`config.mk`:
```
export PLATFORM = sky130hd
export DESIGN_NAME = imem_loader
export DESIGN_NICKNAME = d
export VERILOG_FILES = /design/src/rtl/imem_loader.sv
export SDC_FILE = /design/constraint.sdc
export NUM_CORES = 1
export LEC_CHECK = 0
export CAP_MARGIN = 20
export CORE_UTILIZATION = 55
export CTS_BUF_LIST = sky130_fd_sc_hd__clkbuf_8
export DETAILED_ROUTE_END_ITERATION = 8
export GPL_TIMING_DRIVEN = 0
export PLACE_DENSITY = 0.95
export SYNTH_ARGS = -nofsm -noshare
export SYNTH_HDL_FRONTEND = slang
export SYNTH_SLANG_ARGS = --single-unit
```
`constraint.sdc`:
```
create_clock -name clk_i -period 6.06 [get_ports clk_i]
set_input_delay 0.909 -clock clk_i [delete_from_list [all_inputs] [get_ports clk_i]]
set_output_delay 0.909 -clock clk_i [all_outputs]
set_load 0.05 [all_outputs]
```
`src/rtl/imem_loader.sv`:
```
// imem_loader: loads little-endian byte stream into instruction memory words, holding the CPU in reset until done
module imem_loader #(
    parameter int INSTR_WIDTH    = 37,
    parameter int ADDR_WIDTH     = 10,
    parameter int BYTES_PER_WORD = 5
) (
    input  logic                   clk_i,
    input  logic                   reset_i,
    input  logic                   start_i,
    input  logic [ADDR_WIDTH:0]    word_count_i,
    input  logic                   in_valid_i,
    input  logic [7:0]             in_data_i,
    output logic                   in_ready_o,
    output logic                   imem_we_o,
    output logic [ADDR_WIDTH-1:0]  imem_addr_o,
    output logic [INSTR_WIDTH-1:0] imem_wdata_o,
    output logic                   cpu_hold_o,
    output logic                   busy_o,
    output logic                   done_o,
    output logic                   error_o
);
    localparam int IDX_W = $clog2(BYTES_PER_WORD);
    localparam int LAST_BITS = INSTR_WIDTH - 8 * (BYTES_PER_WORD - 1);
    localparam logic [IDX_W-1:0] LAST_IDX = IDX_W'(BYTES_PER_WORD - 1);
    localparam logic [ADDR_WIDTH:0] MAX_WORDS = {1'b1, {ADDR_WIDTH{1'b0}}};

    typedef enum logic [1:0] {IDLE, LOAD, WRITE, DONE} state_t;

    state_t                 state_q, state_d;
    logic [IDX_W-1:0]       byte_idx_q, byte_idx_d;
    logic [ADDR_WIDTH:0]    words_left_q, words_left_d;
    logic [ADDR_WIDTH-1:0]  addr_q, addr_d;
    logic [INSTR_WIDTH-1:0] asm_q, asm_d;
    logic                   hold_q, hold_d;
    logic                   err_q, err_d;

    always_ff @(posedge clk_i or posedge reset_i) begin
        if (reset_i) begin
            state_q      <= IDLE;
            byte_idx_q   <= '0;
            words_left_q <= '0;
            addr_q       <= '0;
            asm_q        <= '0;
            hold_q       <= 1'b1;
            err_q        <= 1'b0;
        end else begin
            state_q      <= state_d;
            byte_idx_q   <= byte_idx_d;
            words_left_q <= words_left_d;
            addr_q       <= addr_d;
            asm_q        <= asm_d;
            hold_q       <= hold_d;
            err_q        <= err_d;
        end
    end

    always_comb begin
        state_d      = state_q;
        byte_idx_d   = byte_idx_q;
        words_left_d = words_left_q;
        addr_d       = addr_q;
        asm_d        = asm_q;
        hold_d       = hold_q;
        err_d        = err_q;
        case (state_q)
            IDLE: begin
                if (start_i) begin
                    err_d = 1'b0;
                    if (word_count_i == '0) begin
                        state_d = DONE;
                        hold_d  = 1'b0;
                    end else begin
                        state_d      = LOAD;
                        addr_d       = '0;
                        words_left_d = (word_count_i > MAX_WORDS) ? MAX_WORDS : word_count_i;
                        byte_idx_d   = '0;
                        hold_d       = 1'b1;
                    end
                end
            end
            LOAD: begin
                if (in_valid_i) begin
                    for (int k = 0; k < BYTES_PER_WORD - 1; k++)
                        if (int'(byte_idx_q) == k) asm_d[8*k +: 8] = in_data_i;
                    if (byte_idx_q == LAST_IDX) begin
                        // top byte only carries the word's remaining bits; any higher bit set is a format error
                        asm_d[INSTR_WIDTH-1 -: LAST_BITS] = in_data_i[LAST_BITS-1:0];
                        err_d   = err_q | (|(in_data_i >> LAST_BITS));
                        state_d = WRITE;
                    end else begin
                        byte_idx_d = byte_idx_q + IDX_W'(1);
                    end
                end
            end
            WRITE: begin
                addr_d       = addr_q + ADDR_WIDTH'(1);
                words_left_d = words_left_q - (ADDR_WIDTH+1)'(1);
                byte_idx_d   = '0;
                if (words_left_q == (ADDR_WIDTH+1)'(1)) begin
                    state_d = DONE;
                    hold_d  = 1'b0;
                end else begin
                    state_d = LOAD;
                end
            end
            DONE: state_d = IDLE;
        endcase
    end

    assign in_ready_o   = state_q == LOAD;
    assign imem_we_o    = state_q == WRITE;
    assign busy_o       = state_q == LOAD || state_q == WRITE;
    assign done_o       = state_q == DONE;
    assign imem_addr_o  = addr_q;
    assign imem_wdata_o = asm_q;
    assign cpu_hold_o   = hold_q;
    assign error_o      = err_q;
endmodule
```
==> summary.md <==
| Metric | Value |
|---|---|
| Run status | complete, no violations |
| Initial DRT Pass Iterations | 5 |
| Routed len/inst | 17.7 um |
| Reg-to-reg setup timing slack | 3840 ps |
| Unrepaired setup endpoints after global routing | false |
| Ys Warns | 0 |
| Crit path kind | reg2out |
| Setup WS pre-CTS | 3040 ps |
| Row Count | 27 |
| Via count | 2,686 |
| Final setup fails | 0 |
| Flop pwr share | 29.3% |
| Final wirelength | 7930 um |
| Net Sw Frac | 47.2% |
| Least-Margin Pin Slew | 619 ps |
| Vias in the first global route | 2,709 |
| Port bufs | 75 |
| Prevailing post-synth register cell | dfrtp_1 |
| Starting density of the core | 57.6% |
| Area growth syn-to-layout | 33.1% |
| HPWL Detailed | 5590 um |
| Period minus WS final | 2860 ps |
| Slew Limit Fails | 0 |
| DRT iter0 DRCs | 243 |
| Final Hold Vio Count | 0 |
| Fmax | 350 MHz |
| Cell variety after synth | 43 |
| Vias per cell | 5.98 |
| Mapped Nets | 321 |
| Final GP Congestion | 0.839 |
| CP max FO | 4 |
| Clock power share | 15.9% |
| Layout cells sized above 1 | 17.8% |
| Slew margin rel. | 58.8% |
| Worst min path class | reg2reg |
| Clk Latency, worst-skew pair | 350 ps |
| Critical path arrival | 1950 ps |
| CTS tree | done |
| Power Density | 548 nW/um^2 |
| Top-level port count | 76 |
| FFs w/ async S/R, synth | 100% |
| Chip height | 78.2 um |
| Leakage | 0.00183 uW |
| Worst EP required | 5150 ps |
| CTS Root Buffer Type | clkbuf_8 |
| Worst clock skew | 8.53 ps |
| Crit path capture type | output port |
| Gate Count Post-Synth | 285 |
| Most common cell after layout, fill and taps aside | clkdlybuf4s50_1 |
| Final Power | 2330 uW |
| Area of the mapped netlist | 3190 um^2 |
| Antenna cells | 0 |
| Fin nets | 408 |
| First-pass GRT wire length | 13,200 um |
| H-Tree Depth | 3 |
| GRT Overall Usage | 28.7% |
| Largest net degree at the start of global routing | 45 |
| CTS Buffer Depth | 2 |
| Peak supply drop | 0.368 mV |
| Placeable Area | 5540 um^2 |
| Hold-fix buffers, CTS | 0 |
| Critical Path Source Type | flip-flop |
| PostCTS Resize Cnt | 0 |
| Final ANT Viol Nets | 0 |
| CTS Sinks | 65 |
| Clk pin slew, worst setup/hold paths | 80 ps |
| Max cap viols | 0 |
| Die area | 6110 um^2 |
| CTS Buf Count | 9 |
| Int Power | 1230 uW |
| Register area share after synthesis | 51.0% |
| Die width | 78.2 um |
| Sw power | 1100 uW |
| Comb power frac | 54.8% |
| Commonest cells after routing, fill and taps aside | clkdlybuf4s50_1 (75), dfrtp_1 (64), mux2_2 (38) |
| EDFF count, synth | 0 |
| Avg Cell Area, Syn | 11.2 um^2 |
| Final worst slack | 3200 ps |
| Total gr overflow | 0 |
| Total negative slack | 0 ps |
| Period Utilization, post-route | 47.2% |
| Postcts setup bufs | 0 |
| Residual DRC count | 0 |
| Seq cells post-synth | 65 |
| Initial antenna violation count | 0 |
-- synthesized netlist by cell type, types with 4 or more instances --
master    number  area [um^2]
a21boi_0       5         37.5
a21oi_1       13         65.1
a32oi_1        6         52.6
clkbuf_1       4         15.0
dfrtp_1       64         1600
ha_1          13          163
inv_1         16         60.1
mux2_2        38          428
nand2_1       21         78.8
nand3_1       17         85.1
nor2_1        15         56.3
nor2b_1        4         25.0
nor3_1         5         25.0
o21ai_0       21          105
-- metrics by stage --
step	hold WS [ps]	cell area [um^2]	utilization, %	cells
after floorplan	473	3190	-	285
after global placement	488	4030	72.8	432
after detailed placement	493	4050	73.1	433
after CTS	509	4250	76.6	449
after global routing	530	4250	76.6	449
final	506	4250	76.6	449
-- area by class of cell --
| class | instances | area, um^2 |
|---|---|---|
| Clock inverter | 7 | 70.1 |
| Timing Repair Buffer | 76 | 771 |
| Sequential cell | 65 | 1630 |
| Multi-Input combinational cell | 196 | 1450 |
| Buffer | 8 | 50.0 |
| Fill cell | 349 | 1290 |
| Tap cell | 72 | 90.1 |
| Clock buffer | 9 | 124 |
| Inverter | 16 | 60.1 |
-- power by group through the flow --
| stage | Clock [uW] | Combinational (uW) | Sequential, uW |
|---|---|---|---|
| CTS | 372 | 1270 | 680 |
| global placement | 0 | 1230 | 674 |
| floorplan | 0 | 501 | 1050 |
| global route | 394 | 1350 | 701 |
| detailed placement | 0 | 1260 | 685 |
| finish | 371 | 1270 | 681 |
-- state kept, by name, indices dropped and copies added (netlist names) --
name,count
byte_idx_q,3
imem_wdata_o,37
cpu_hold_o,1
words_left_q,11
imem_addr_o,10
error_o,1
state_q,2
-- layer usage --
layer	global-route usage, %	share of wire [%]	wire length [um]
met5	0	0	0
met4	13.3	2.2	176
met3	8.02	6.5	512
met2	46.4	50	3970
met1	35.6	41	3280
-- path summary, 6_finish.rpt --
path                                        from               end  depth (start not counted)
worst min-delay path            imem_wdata_o[21]  imem_wdata_o[21]                          1
worst max register to register        state_q[0]   words_left_q[0]                          7
max in group asynchronous                reset_i        cpu_hold_o                          3
worst min register to register  imem_wdata_o[21]  imem_wdata_o[21]                          1
min in group asynchronous                reset_i  imem_wdata_o[35]                          2
worst max-delay path                  state_q[1]            busy_o                          3
-- logic make-up after synthesis --
kind of cell / count (synthesis) / share of synthesized area [%]
simple gates: 84 / 14.0
flops: 65 / 51.0
compound gates: 60 / 12.7
mux: 39 / 13.7
buf+inv: 24 / 3.45
fa+ha+maj: 13 / 5.10
-- critical path, cell delays in order, from the launching register on --
cell and delay (ps):
dfrtp_1 400, inv_1 100, ha_1 290, clkdlybuf4s50_1 800
No activity file was read; power rests on OpenSTA's default activity.
